### src/rtl/sram_arb_pkg.sv
// sram_arb_pkg: shared types and defaults for the DE2-115 SRAM arbiter.
//   - arbState_t : sequencer states (idle, write slot, read slot, turnaround)
//   - arbPort_t  : requester selector used by the pick logic and grant history
//   - ADDR_W_DEF / DATA_W_DEF : default SRAM word address and data widths
package sram_arb_pkg;

  localparam int unsigned ADDR_W_DEF = 18;
  localparam int unsigned DATA_W_DEF = 16;

  typedef enum logic [2:0] {
    IDLE    = 3'd0,
    WR_ACC  = 3'd1,
    WR_HOLD = 3'd2,
    TURN    = 3'd3,
    RD_ACC  = 3'd4,
    RD_HOLD = 3'd5
  } arbState_t;

  typedef enum logic {
    PORT_WR = 1'b0,
    PORT_RD = 1'b1
  } arbPort_t;

endpackage : sram_arb_pkg

### src/rtl/sram_arb_pick.sv
// sram_arb_pick: combinational two-way pick between the write and read ports.
// Build option: SRAM_ARB_WR_PRIORITY_EN -> write always wins a tie;
// otherwise a tie goes to the port that was not granted last.
// Ports:
//   wrReq, rdReq  : pending requests
//   lastGrant     : port granted most recently
//   grantValid_c  : at least one request pending
//   grantPort_c   : selected port (meaningful when grantValid_c)
module sram_arb_pick
  import sram_arb_pkg::*;
(
  input  logic     wrReq,
  input  logic     rdReq,
  input  arbPort_t lastGrant,
  output logic     grantValid_c,
  output arbPort_t grantPort_c
);

`ifdef SRAM_ARB_WR_PRIORITY_EN
  // Grant history is irrelevant with fixed priority.
  logic unusedLastGrant;
  assign unusedLastGrant = ^lastGrant;
`endif

  always_comb begin
    grantValid_c = wrReq | rdReq;
    grantPort_c  = PORT_WR;
    if (wrReq && rdReq) begin
`ifdef SRAM_ARB_WR_PRIORITY_EN
      grantPort_c = PORT_WR;
`else
      grantPort_c = (lastGrant == PORT_RD) ? PORT_WR : PORT_RD;
`endif
    end else if (rdReq) begin
      grantPort_c = PORT_RD;
    end
  end

endmodule : sram_arb_pick

### src/rtl/sram_arbiter.sv
// sram_arbiter: shares the single-port SRAM interface block between a write
// requester (camera capture) and a read requester (display/processing).
// Every granted access is a two-cycle slot (ACC + HOLD); a write followed
// directly by a read gets one TURN cycle in between.
// Build option: SRAM_ARB_WR_PRIORITY_EN (fixed write priority on ties);
// default build is round-robin.
// Ports:
//   iCLK, iRST                    : clock, synchronous active-high reset
//   iWrReq/iWrAddr/iWrData/oWrAck : write requester handshake
//   iRdReq/iRdAddr/oRdAck         : read requester handshake
//   oRdData/oRdValid              : returned read data, one-cycle valid pulse
//   oControlState                 : 1 = write in this slot (to interface)
//   oMemoryWriteAddress/oMemoryReadAddress/oMemoryData : to interface
//   iMemoryData                   : registered read data from interface
//   oBusy                         : sequencer not idle
module sram_arbiter
  import sram_arb_pkg::*;
#(
  parameter int unsigned ADDR_W = ADDR_W_DEF,
  parameter int unsigned DATA_W = DATA_W_DEF
) (
  input  logic              iCLK,
  input  logic              iRST,
  input  logic              iWrReq,
  input  logic [ADDR_W-1:0] iWrAddr,
  input  logic [DATA_W-1:0] iWrData,
  output logic              oWrAck,
  input  logic              iRdReq,
  input  logic [ADDR_W-1:0] iRdAddr,
  output logic              oRdAck,
  output logic [DATA_W-1:0] oRdData,
  output logic              oRdValid,
  output logic              oControlState,
  output logic [ADDR_W-1:0] oMemoryWriteAddress,
  output logic [ADDR_W-1:0] oMemoryReadAddress,
  output logic [DATA_W-1:0] oMemoryData,
  input  logic [DATA_W-1:0] iMemoryData,
  output logic              oBusy
);

  arbState_t state;
  arbState_t stateNext;
  arbPort_t  lastGrant;
  arbPort_t  lastGrantNext;

  logic      grantValid_c;
  arbPort_t  grantPort_c;

  logic              ctrlNext;
  logic              wrAckNext;
  logic              rdAckNext;
  logic              rdValidNext;
  logic              busyNext;
  logic [ADDR_W-1:0] wrAddrNext;
  logic [ADDR_W-1:0] rdAddrNext;
  logic [DATA_W-1:0] wrDataNext;
  logic [DATA_W-1:0] rdDataNext;

  // Tie-break between the two requesters.
  sram_arb_pick uPick (
    .wrReq        (iWrReq),
    .rdReq        (iRdReq),
    .lastGrant    (lastGrant),
    .grantValid_c (grantValid_c),
    .grantPort_c  (grantPort_c)
  );

  // State and grant-history register; history resets to "read" so write wins
  // the first tie.
  always_ff @(posedge iCLK) begin
    if (iRST) begin
      state     <= IDLE;
      lastGrant <= PORT_RD;
    end else begin
      state     <= stateNext;
      lastGrant <= lastGrantNext;
    end
  end

  // Next state plus the values the output registers take on the next edge.
  always_comb begin
    stateNext     = state;
    lastGrantNext = lastGrant;
    ctrlNext      = 1'b0;
    wrAckNext     = 1'b0;
    rdAckNext     = 1'b0;
    rdValidNext   = 1'b0;
    wrAddrNext    = oMemoryWriteAddress;
    rdAddrNext    = oMemoryReadAddress;
    wrDataNext    = oMemoryData;
    rdDataNext    = oRdData;

    case (state)
      IDLE, WR_HOLD, RD_HOLD: begin
        if (grantValid_c) begin
          lastGrantNext = grantPort_c;
          if (grantPort_c == PORT_WR) begin
            stateNext = WR_ACC;
          end else if (state == WR_HOLD) begin
            // Write-to-read needs a dead cycle for bus turnaround.
            stateNext = TURN;
          end else begin
            stateNext = RD_ACC;
          end
        end else begin
          stateNext = IDLE;
        end
      end
      WR_ACC:  stateNext = WR_HOLD;
      TURN:    stateNext = RD_ACC;
      RD_ACC:  stateNext = RD_HOLD;
      default: stateNext = IDLE;
    endcase

    // Interface returns read data during RD_HOLD; capture it here.
    if (state == RD_HOLD) begin
      rdValidNext = 1'b1;
      rdDataNext  = iMemoryData;
    end

    // Address/data are loaded only on entry to an access slot and held after.
    if (stateNext == WR_ACC) begin
      ctrlNext   = 1'b1;
      wrAckNext  = 1'b1;
      wrAddrNext = iWrAddr;
      wrDataNext = iWrData;
    end else if (stateNext == RD_ACC) begin
      rdAckNext  = 1'b1;
      rdAddrNext = iRdAddr;
    end

    busyNext = (stateNext != IDLE);
  end

  // Output registers.
  always_ff @(posedge iCLK) begin
    if (iRST) begin
      oControlState       <= 1'b0;
      oWrAck              <= 1'b0;
      oRdAck              <= 1'b0;
      oRdValid            <= 1'b0;
      oBusy               <= 1'b0;
      oMemoryWriteAddress <= '0;
      oMemoryReadAddress  <= '0;
      oMemoryData         <= '0;
      oRdData             <= '0;
    end else begin
      oControlState       <= ctrlNext;
      oWrAck              <= wrAckNext;
      oRdAck              <= rdAckNext;
      oRdValid            <= rdValidNext;
      oBusy               <= busyNext;
      oMemoryWriteAddress <= wrAddrNext;
      oMemoryReadAddress  <= rdAddrNext;
      oMemoryData         <= wrDataNext;
      oRdData             <= rdDataNext;
    end
  end

endmodule : sram_arbiter

### config.mk
export PLATFORM = sky130hd
export DESIGN_NAME = sram_arbiter
export DESIGN_NICKNAME = d
export VERILOG_FILES = /design/src/rtl/sram_arb_pkg.sv /design/src/rtl/sram_arb_pick.sv /design/src/rtl/sram_arbiter.sv
export SDC_FILE = /design/constraint.sdc
export NUM_CORES = 1
export LEC_CHECK = 0
export CORE_ASPECT_RATIO = 0.6
export CORE_UTILIZATION = 42
export CTS_BUF_LIST = sky130_fd_sc_hd__clkbuf_4 sky130_fd_sc_hd__clkbuf_8 sky130_fd_sc_hd__clkbuf_16
export DETAILED_ROUTE_END_ITERATION = 12
export PLACE_DENSITY = 0.8
export SETUP_SLACK_MARGIN = 0.4
export SLEW_MARGIN = 20
export SYNTH_ARGS = -nofsm -noshare
export SYNTH_HDL_FRONTEND = slang
export SYNTH_SLANG_ARGS = --single-unit
### constraint.sdc
create_clock -name iCLK -period 2 [get_ports iCLK]
set_input_delay 0.2 -clock iCLK [delete_from_list [all_inputs] [get_ports iCLK]]
set_output_delay 0.2 -clock iCLK [all_outputs]
set_load 0.005 [all_outputs]
==> parameters.txt, run 1 <==
Parameter                              Value

Status
  Result of the run    complete, no violations

Synth
  Most frequent cells after synthesis    105 x sky130_fd_sc_hd__nand2b_1, 76 x sky130_fd_sc_hd__dfxtp_1, 52 x sky130_fd_sc_hd__mux2i_1, 32 x sky130_fd_sc_hd__nand2_1, 18 x sky130_fd_sc_hd__a21oi_1
  Count of cell types in the netlist    30
  Asr flop ratio synth    0
  Most common cell in the synthesized netlist    sky130_fd_sc_hd__nand2b_1
  Fraction of synthesized cell area taken by the top area cell type    0.459
  Syn Inst Count    341
  Number of warnings printed during yosys synthesis    0
  Top_reg_cell synth    sky130_fd_sc_hd__dfxtp_1
  Share of the yosys chip area belonging to registers    0.459
  EDFF count, synth    0
  #FFs+latches synth    76
  Biggest area contributors in the synthesized netlist    sky130_fd_sc_hd__dfxtp_1 46%, sky130_fd_sc_hd__nand2b_1 20%, sky130_fd_sc_hd__mux2i_1 16%
  Average cell area after synthesis    between 9 and 10 µm²
  Post-Syn Nets    413
  Cell taking the most area after synthesis    sky130_fd_sc_hd__dfxtp_1
  Post-synthesis instance area    approximately 0.0033 mm²

Floorplanning
  Placement Rows    24
  Placeable core region    0.00745 mm²
  Effective utilization at floorplan    0.445
  I/O Pins    around 150
  Width of the die    117 µm
  Die height    70.8 µm
  Area enclosed by the die boundary    0.00826 mm²

Global routing
  Pin count of the biggest net entering global routing    66
  Total global routing track utilization    0.210
  Residual overflow from global routing    0
  Wire length of the first global-routing pass    13,200 µm
  Number of global-route vias before repair    2,702
  Initial antenna violation count    0

Hold path
  Min-delay worst type    in -> reg

Detailed routing
  Iter 0 DRT Violations    160
  Remaining design rule violation count    0
  Wire length per cell after detailed routing    approximately 14 µm
  Remaining antenna violation count after routing    0
  Total wire length    roughly 8300 µm
  Total via count in the routed design    2,728
  Length of the first detailed-routing pass in iterations    4
  Vias per Instance    about 4.6

STA
  Min Clock Period, post-route    1540 ps
  Crit share post-route    0.769
  Setup total negative slack    0 ps
  Maximum clock rate    650 MHz
  Worst Max-Slew Pin Slew    around 500 ps
  Max Transition Viols Final    0
  Number of endpoints with negative hold slack in the final report    0
  Worst slew slack as a fraction of its limit    0.663
  Count of final setup violators    0
  Unrepaired setup endpoints after global routing    false
  Setup slack of the critical path after layout    462 ps
  Setup Skew    5.93 ps

Power and ir drop
  Worst IR Drop VDD    0.472 mV
  Leakage power of the design    0.00201 µW
  Total power of the final layout    4460 µW
  Power per cell area    859 mW/mm²

Clocking
  CTS tree    built
  Root Buffer Master    sky130_fd_sc_hd__clkbuf_16
  Number of buffers created by CTS    9
  Register clock-pin slew on the reported worst setup and hold paths    60 ps
  Clock network latency to the later pin of the worst-skew pair    330 ps
  Post-CTS Hold Fix Bufs    0
  CTS H-Tree Depth    3
  Clock Sink Count    76
  Clock tree buffer depth    2

Placement
  Pre-CTS setup slack    ~170 ps
  HPWL reported at the end of detailed placement    5540 µm
  Weighted congestion at the end of routability-driven global placement    0.785
  Number of port buffers    144

Setup path
  Worst Setup Start Kind    register
  Highest fanout seen on the critical path    11
  Worst path required time    2210 ps
  Crit path arrival time    1750 ps
  Crit end category    register
  Crit Path Class    reg -> reg

Final layout
  Area grow syn2layout    56.7%
  Final net count    between 500 and 600
  Layout cell share with drive strength beyond 1    0.0680
  Final core area utilization    0.697
  Antenna cells    0

Run
  Maximum Capacitance Violations    0
## repair_timing
| item | 4_1_cts | 5_1_grt |
|---|---|---|
| gates cloned | 1 | 0 |
| endpoints found under the setup margin | 34 | 31 |
| gates resized for setup | 1 | 5 |
| setup buffers | 5 | 0 |
## logic make-up (layout without fill, tap and decap cells)
kind of cell,count (synthesis),in the layout,synth area share
buf+inv,29,172,0.0585
simple gates,149,149,0.256
xor+xnor,1,1,0.00264
flops,76,76,0.459
mux,52,52,0.157
compound gates,34,35,0.0668
## registers in the layout, summed over array words and instances (netlist names)
register	cells
oControlState	1
oMemoryData	16
state	3
oRdData	16
oRdValid	1
oBusy	1
oMemoryWriteAddress	18
oMemoryReadAddress	18
oRdAck	1
lastGrant	1
## critical path, cell delays in order, from the launching register on
cell,delay [ps]
sky130_fd_sc_hd__dfxtp_2,370
sky130_fd_sc_hd__nor2_1,430
sky130_fd_sc_hd__o221ai_1,230
sky130_fd_sc_hd__a2111oi_0,400
## stage by stage
| step | instances | instance area [µm²] | hold WS [ps] |
|---|---|---|---|
| floorplan | 341 | 3310 | 336 |
| global placement | 567 | 4740 | 441 |
| detailed placement | 567 | 4740 | 448 |
| CTS | 589 | 5180 | 303 |
| global route | 589 | 5190 | 330 |
| finish | 589 | 5190 | 317 |
## layout make-up
class	instances	area [µm²]
Clock buffer	13	274
Clock inverter	3	67.6
Fill cell	586	2260
Inverter	2	7.51
Multi-Input combinational cell	237	1620
Sequential cell	76	1520
Tap cell	104	130
Timing Repair Buffer	154	1570
## layout by cell type, fill, tap and decap left out, types with 2 or more instances in the layout
| master | count |
|---|---|
| sky130_fd_sc_hd__clkdlybuf4s50_1 | 143 |
| sky130_fd_sc_hd__nand2b_1 | 105 |
| sky130_fd_sc_hd__dfxtp_1 | 74 |
| sky130_fd_sc_hd__mux2i_1 | 52 |
| sky130_fd_sc_hd__nand2_1 | 32 |
| sky130_fd_sc_hd__a21oi_1 | 18 |
| sky130_fd_sc_hd__clkbuf_16 | 9 |
| sky130_fd_sc_hd__nor2_1 | 5 |
| sky130_fd_sc_hd__o21ai_0 | 4 |
| sky130_fd_sc_hd__buf_4 | 4 |
| sky130_fd_sc_hd__buf_12 | 4 |
| sky130_fd_sc_hd__clkbuf_8 | 3 |
| sky130_fd_sc_hd__inv_1 | 2 |
| sky130_fd_sc_hd__o221a_4 | 2 |
| sky130_fd_sc_hd__nand3b_1 | 2 |
| sky130_fd_sc_hd__a21boi_0 | 2 |
| sky130_fd_sc_hd__bufinv_16 | 2 |
| sky130_fd_sc_hd__buf_6 | 2 |
| sky130_fd_sc_hd__dfxtp_2 | 2 |
## power breakdown
part	total, µW	internal, µW	switching (µW)
logic	913	581	332
clock network	1800	1210	592
registers	1750	1650	92.3
## metal layers
layer	GRT usage	vias up	wire length (µm)	share of wire
met5	0	-	0	0
met4	0.0619	0	54	0.0065
met3	0.118	6	986	0.12
met2	0.312	111	3460	0.42
met1	0.259	1215	3750	0.45
li1	-	1396	-	-
## path summary, 6_finish.rpt
kind	slack, ps	depth (start not counted)	to	start
worst min-delay path	320	2	oRdData[1]$_SDFFE_PP0P_	iRST
worst max register to register	460	3	oControlState$_SDFF_PP0_	state[2]$_SDFF_PP0_
worst max-delay path	460	3	oControlState$_SDFF_PP0_	state[2]$_SDFF_PP0_
worst min register to register	450	2	oRdData[4]$_SDFFE_PP0P_	oRdData[4]$_SDFFE_PP0P_
Note: power is estimated with default switching activity, not from simulation.
==> run 2: changes to the inputs <==
--- a/config.mk
+++ b/config.mk
@@ -6,10 +6,10 @@
 export NUM_CORES = 1
 export LEC_CHECK = 0
 export CORE_ASPECT_RATIO = 0.6
-export CORE_UTILIZATION = 42
+export CORE_UTILIZATION = 38
 export CTS_BUF_LIST = sky130_fd_sc_hd__clkbuf_4 sky130_fd_sc_hd__clkbuf_8 sky130_fd_sc_hd__clkbuf_16
 export DETAILED_ROUTE_END_ITERATION = 12
-export PLACE_DENSITY = 0.8
+export PLACE_DENSITY = 0.76
 export SETUP_SLACK_MARGIN = 0.4
 export SLEW_MARGIN = 20
 export SYNTH_ARGS = -nofsm -noshare
==> constraint.sdc (replaced) <==
create_clock -name iCLK -period 1.3 [get_ports iCLK]
set_input_delay 0.13 -clock iCLK [delete_from_list [all_inputs] [get_ports iCLK]]
set_output_delay 0.13 -clock iCLK [all_outputs]
set_load 0.005 [all_outputs]
==> run 2 against run 1 <==
  * The flow now finishes with violations (negative setup slack)
  * Non-clock buffer count up 33
  * Clock skew about the same
  * Via count up 8.7%
  * Power up 54%
  * Flip-flop and latch count unchanged
  * Maximum frequency up 15%
  * First-iteration DRC count down 38%
  * Sequential share of layout area down 0.19 points
  * Die area up 10%
  * Hold slack worse by 48 ps
  * Global-route usage down 0.86 points
  * Critical path depth up 1
==> parameters.txt, run 2 (synthesized netlist as in run 1, its figures left out) <==
Parameter                              Value

Status
  Result of the run    finished with violations
  Failing checks    negative setup slack

STA
  Count of final setup violators    20
  Maximum clock rate    approximately 750 MHz
  Max Transition Viols Final    0
  Worst slew slack as a fraction of its limit    0.727
  Setup Skew    5.45 ps
  Crit share post-route    1.03
  Setup slack of the critical path after layout    -38.6 ps
  Min Clock Period, post-route    1340 ps
  Number of endpoints with negative hold slack in the final report    0
  Setup total negative slack    -313 ps
  Unrepaired setup endpoints after global routing    true
  Worst Max-Slew Pin Slew    between 400 and 500 ps

Detailed routing
  Total wire length    9230 µm
  Remaining design rule violation count    0
  Length of the first detailed-routing pass in iterations    4
  Detailed-routing wirelength on met1    4230 µm
  Wire length per cell after detailed routing    14.8 µm
  Iter 0 DRT Violations    between 90 and 100
  Remaining antenna violation count after routing    0
  DR WL met2    about 4200 µm
  Vias per Instance    4.75
  Highest routed metal layer    met4
  Met3 wire length    694 µm
  Total via count in the routed design    2,966

Power and ir drop
  Total power of the final layout    6860 µW
  Worst IR Drop VDD    0.715 mV
  Leakage power of the design    0.00241 µW
  Power per cell area    1230 mW/mm²

Global routing
  Wire length of the first global-routing pass    about 14,000 µm
  Pin count of the biggest net entering global routing    70
  Initial antenna violation count    0
  Number of global-route vias before repair    2,887
  Residual overflow from global routing    0
  Total global routing track utilization    0.201

Floorplanning
  Area enclosed by the die boundary    0.00911 mm²
  Placement Rows    25
  Width of the die    123 µm
  I/O Pins    145
  Placeable core region    0.00816 mm²
  Die height    74.3 µm
  Effective utilization at floorplan    0.406

Placement
  Number of port buffers    144
  Placed Area    about 0.0049 mm²
  Pre-CTS setup slack    -258 ps
  HPWL reported at the end of detailed placement    6150 µm
  Weighted congestion at the end of routability-driven global placement    approximately 0.85

Final layout
  Antenna cells    0
  Final instance area    0.00556 mm²
  Number of filler instances in the final layout    660
  Sequential cell area    0.00162 mm²
  Final net count    584
  Most common cell after layout, fill and taps aside    sky130_fd_sc_hd__nand2b_1
  Commonest non-fill, non-tap cells in the layout    105 x sky130_fd_sc_hd__nand2b_1, 69 x sky130_fd_sc_hd__clkdlybuf4s50_1, 69 x sky130_fd_sc_hd__dfxtp_2, 59 x sky130_fd_sc_hd__buf_6, 52 x sky130_fd_sc_hd__mux2i_1
  Area grow syn2layout    67.9%
  Registers with the most flip-flops    oMemoryReadAddress (18), oMemoryWriteAddress (18)
  Layout cell share with drive strength beyond 1    0.427
  Area of the multi-input gates    0.00166 mm²

Setup path
  Highest fanout seen on the critical path    8
  Worst Setup Start Kind    register
  Worst setup path endpoint    oMemoryData[15]$_SDFFE_PP0N_
  Critical register-to-register path endpoint    oMemoryData[15]$_SDFFE_PP0N_
  Worst path required time    1550 ps
  Worst-case reg-to-reg path depth    4
  Launching instance or port of the critical path    state[2]$_SDFF_PP0_
  Crit path arrival time    1580 ps
  Crit Path Class    reg -> reg
  Crit end category    register
  Source of the worst register-to-register timing path    state[2]$_SDFF_PP0_
  Ordered list of cells on the worst path    and3b_2 -> o221a_4 -> buf_4 -> mux2i_1
  Peak per-stage delay on the critical path    400 ps
  Critical path's slowest cell    sky130_fd_sc_hd__dfxtp_4
  Register-to-register path setup slack    -40 ps

Run
  Maximum Capacitance Violations    0

Clocking
  Clock tree buffer depth    2
  CTS tree    built
  Number of buffers created by CTS    9
  Clock network latency to the later pin of the worst-skew pair    between 300 and 400 ps
  Post-CTS Hold Fix Bufs    0
  Register clock-pin slew on the reported worst setup and hold paths    60 ps
  Clock Sink Count    76
  Root Buffer Master    sky130_fd_sc_hd__clkbuf_16
  CTS H-Tree Depth    3

Hold path
  Hold Crit Start    iRST
  Min-delay worst type    in -> reg
==> run 2: cell count changes in the layout (fill, tap and decap cells not counted), moves of 3 or more <==
cell                              before  now
sky130_fd_sc_hd__buf_2                 1   21
sky130_fd_sc_hd__buf_4                 4   31
sky130_fd_sc_hd__buf_6                 2   59
sky130_fd_sc_hd__clkdlybuf4s50_1     143   69
sky130_fd_sc_hd__clkinv_2              0    4
sky130_fd_sc_hd__dfxtp_1              74    3
sky130_fd_sc_hd__dfxtp_2               2   69
sky130_fd_sc_hd__dfxtp_4               0    4
sky130_fd_sc_hd__nand2_1              32   29
sky130_fd_sc_hd__nand2_2               0    3
==> run 2: stage by stage <==
step | std cells | utilization | hold WS [ps]
after detailed placement | 584 | 0.601 | 453
after global routing | 625 | 0.682 | 290
after global placement | 584 | 0.601 | 449
after floorplan | 341 | - | 266
final | 625 | 0.682 | 269
after CTS | 615 | 0.653 | 258
==> run 2: worst min path at each step <==
stage                                    end  slack (ps)  depth (start not counted)
finish               oRdData[6]$_SDFFE_PP0P_         270                          3
global route        oControlState$_SDFF_PP0_         290                          4
CTS                        oRdAck$_SDFF_PP0_         260                          3
detailed placement   oRdData[4]$_SDFFE_PP0P_         450                          2
global placement     oRdData[6]$_SDFFE_PP0P_         450                          2
floorplan           oRdData[10]$_SDFFE_PP0P_         270                          2
==> run 2: power by group <==
part | internal (µW) | switching, µW
combinational | 1020 | 590
sequential | 2590 | 162
clock | 1580 | 930
total | 5180 | 1680
==> run 2: layout make-up <==
| cell class | instances | share of cell area |
|---|---|---|
| clock buffers | 11 | 0.0454 |
| clock inverters | 5 | 0.00899 |
| inverters | 2 | 0.00135 |
| multi-input cells | 236 | 0.299 |
| flip-flops and latches | 76 | 0.292 |
| well taps | 108 | 0.0243 |
| repair buffers | 187 | 0.329 |
==> run 2: repair_timing <==
item                                    CTS  global route
endpoints found under the setup margin  149           148
gates cloned                              1             0
gates resized for setup                 404            34
buffers inserted                         14            10
endpoints found under the hold margin     0             0
pin swaps                                 2             6
==> run 2: routing by layer <==
| metal | vias to the layer above | GRT usage |
|---|---|---|
| met5 | - | 0 |
| met4 | 0 | 0.0650 |
| met3 | 14 | 0.0782 |
| met2 | 97 | 0.323 |
| met1 | 1402 | 0.250 |
| li1 | 1453 | - |
==> run 2: worst max-delay path: cells and delay by family, from the launching register on <==
family	cells	cell delay, ps
muxes	1	210
DFF	1	400
and+or+nand+nor	1	230
AOI/OAI and AO/OA	1	230
buffers and inverters	1	180
==> run 3: changes to the inputs <==
--- a/config.mk
+++ b/config.mk
@@ -6,10 +6,10 @@
 export NUM_CORES = 1
 export LEC_CHECK = 0
 export CORE_ASPECT_RATIO = 0.6
-export CORE_UTILIZATION = 38
-export CTS_BUF_LIST = sky130_fd_sc_hd__clkbuf_4 sky130_fd_sc_hd__clkbuf_8 sky130_fd_sc_hd__clkbuf_16
+export CORE_UTILIZATION = 39
+export CTS_BUF_LIST = sky130_fd_sc_hd__clkbuf_8
 export DETAILED_ROUTE_END_ITERATION = 12
-export PLACE_DENSITY = 0.76
+export PLACE_DENSITY = 0.78
 export SETUP_SLACK_MARGIN = 0.4
 export SLEW_MARGIN = 20
 export SYNTH_ARGS = -nofsm -noshare
==> run 3 against run 2 <==
  * The run still ends with negative setup slack left
  * Non-clock buffer count is 27 higher
  * Via count is 4.7% higher
  * Clock power is 10% lower
  * Largest power group unchanged
  * Die area is 2.5% lower
  * Core utilization is 6.1 points higher
  * Setup slack worse by 110 ps
  * Highest routed layer unchanged
  * Flip-flop and latch count stayed put
  * Critical path type unchanged
  * Combinational power is 22% higher
  * Sequential power hardly changed
  * Maximum frequency is 7.6% lower
==> parameters.txt, run 3 (synthesized netlist as in run 1, its figures left out) <==
Parameter                              Value

Floorplanning
  Placement Rows    25
  Placeable core region    ~0.008 mm²
  Area enclosed by the die boundary    a little under 0.009 mm²
  Width of the die    roughly 120 µm
  Die height    73.4 µm
  I/O Pins    145
  Effective utilization at floorplan    0.412

Global routing
  Initial antenna violation count    0
  Total global routing track utilization    0.221
  Number of global-route vias before repair    between 2,000 and 3,000
  Wire length of the first global-routing pass    14,700 µm
  Pin count of the biggest net entering global routing    61
  Residual overflow from global routing    0

Detailed routing
  Remaining design rule violation count    0
  Remaining antenna violation count after routing    0
  Length of the first detailed-routing pass in iterations    4
  Iter 0 DRT Violations    74
  Total via count in the routed design    ~3,100
  Total wire length    between 10,000 and 15,000 µm
  Vias per Instance    around 4.8
  Wire length per cell after detailed routing    16.4 µm

Clocking
  Number of buffers created by CTS    9
  Clock tree buffer depth    2
  Root Buffer Master    sky130_fd_sc_hd__clkbuf_8
  Clock Sink Count    76
  CTS H-Tree Depth    3
  CTS tree    built
  Register clock-pin slew on the reported worst setup and hold paths    roughly 80 ps
  Clock network latency to the later pin of the worst-skew pair    between 300 and 400 ps

STA
  Worst Max-Slew Pin Slew    between 300 and 400 ps
  Crit share post-route    1.11
  Worst slew slack as a fraction of its limit    0.782
  Setup slack of the critical path after layout    -148 ps
  Unrepaired setup endpoints after global routing    true
  Number of endpoints with negative hold slack in the final report    0
  Count of final setup violators    55
  Maximum clock rate    691 MHz
  Setup Skew    8.64 ps
  Min Clock Period, post-route    1450 ps
  Max Transition Viols Final    0

Final layout
  Most common cell after layout, fill and taps aside    sky130_fd_sc_hd__nand2b_1
  Area grow syn2layout    80.2%
  Antenna cells    0
  Registers with the most flip-flops    oMemoryReadAddress (18), oMemoryWriteAddress (18)
  Area of the multi-input gates    0.00185 mm²
  Final net count    611
  Sequential cell area    0.00162 mm²
  Commonest non-fill, non-tap cells in the layout    105 x sky130_fd_sc_hd__nand2b_1, 70 x sky130_fd_sc_hd__clkdlybuf4s50_1, 67 x sky130_fd_sc_hd__dfxtp_2, 51 x sky130_fd_sc_hd__mux2i_1, 45 x sky130_fd_sc_hd__buf_6
  Number of filler instances in the final layout    roughly 550
  Layout cell share with drive strength beyond 1    0.528

Setup path
  Most frequent cell on the critical path    sky130_fd_sc_hd__buf_6
  Crit end category    register
  Worst Setup Start Kind    register
  Highest fanout seen on the critical path    5
  Ordered list of cells on the worst path    buf_6 -> xor2_2 -> o31a_1 -> buf_6 -> buf_16 -> mux2i_1
  Worst path required time    between 1500 and 2000 ps
  Peak per-stage delay on the critical path    370 ps
  Crit Path Class    reg -> reg
  Crit path arrival time    1720 ps
  Critical path's slowest cell    sky130_fd_sc_hd__dfxtp_4

Power and ir drop
  Worst IR Drop VDD    0.659 mV
  Leakage power of the design    0.00260 µW
  Total power of the final layout    6930 µW
  Power per cell area    roughly 1200 mW/mm²

Placement
  Number of port buffers    144
  Pre-CTS setup slack    -277 ps
  HPWL reported at the end of detailed placement    6090 µm
  Weighted congestion at the end of routability-driven global placement    ~0.86

Status
  Result of the run    finished with violations
  Failing checks    negative setup slack

Hold path
  Min-delay worst type    in -> reg

Run
  Maximum Capacitance Violations    0
run 3: cell types whose count changed in the layout (fill, tap and decap cells not counted), sizes merged:
| cell | delta |
|---|---|
| buf | +20 |
| clkbuf | +7 |
| clkinv | -3 |
| bufinv | +2 |
| bufbuf | -1 |
| clkdlybuf4s15 | +1 |
| clkdlybuf4s50 | +1 |
| dlymetal6s2s | -1 |
| inv | +1 |
run 3: where the power goes:
part	total [µW]	switching, µW	internal (µW)
combinational	1960	742	1220
clock	2250	876	1370
sequential	2730	148	2580
run 3: worst paths after layout:
| kind | start | to | slack, ps | cells past startpoint |
|---|---|---|---|---|
| worst min-delay path | iRST | oMemoryData[6]$_SDFFE_PP0N_ | 310 | 3 |
| worst min register to register | oRdData[9]$_SDFFE_PP0P_ | oRdData[9]$_SDFFE_PP0P_ | 460 | 2 |
| worst max-delay path | state[2]$_SDFF_PP0_ | oMemoryReadAddress[11]$_SDFFE_PP0P_ | -150 | 6 |
| worst max register to register | state[2]$_SDFF_PP0_ | oMemoryReadAddress[11]$_SDFFE_PP0P_ | -150 | 6 |
run 3: layout make-up:
class	count	area share
Clock buffer	11	0.0254
Clock inverter	5	0.0166
Inverter	2	0.00126
Multi-Input combinational cell	236	0.310
Sequential cell	76	0.272
Tap cell	108	0.0226
Timing Repair Buffer	214	0.352
run 3: per-layer routing:
layer | share of wire | global-route usage
met5 | 0 | 0
met4 | 0.015 | 0.0754
met3 | 0.070 | 0.0753
met2 | 0.48 | 0.370
met1 | 0.43 | 0.267
run 3: metrics by stage:
step                      hold WS, ps  area [µm²]  setup TNS (ps)   util  cells
after floorplan                   266        3380           -4060      -    341
after global placement            445        4920          -11710  0.613    585
after detailed placement          454        4920          -12800  0.613    585
after CTS                         279        5490           -3110  0.683    629
after global routing              320        5970           -7740  0.743    652
final                             311        5970           -5330  0.743    652
run 3: worst max-delay path, delay by kind of cell (launching register included):
kind	cells	cell delay, ps
flip-flops	1	370
buffers and inverters	3	430
AO/OA/AOI/OAI	1	250
XOR/XNOR	1	140
multiplexers	1	180
run 3: timing repair:
item	4_1_cts	5_1_grt
setup buffers	22	21
gates cloned	6	2
endpoints found under the setup margin	149	149
pin swaps	23	15
resized for setup	392	88
hold buffers	0	0
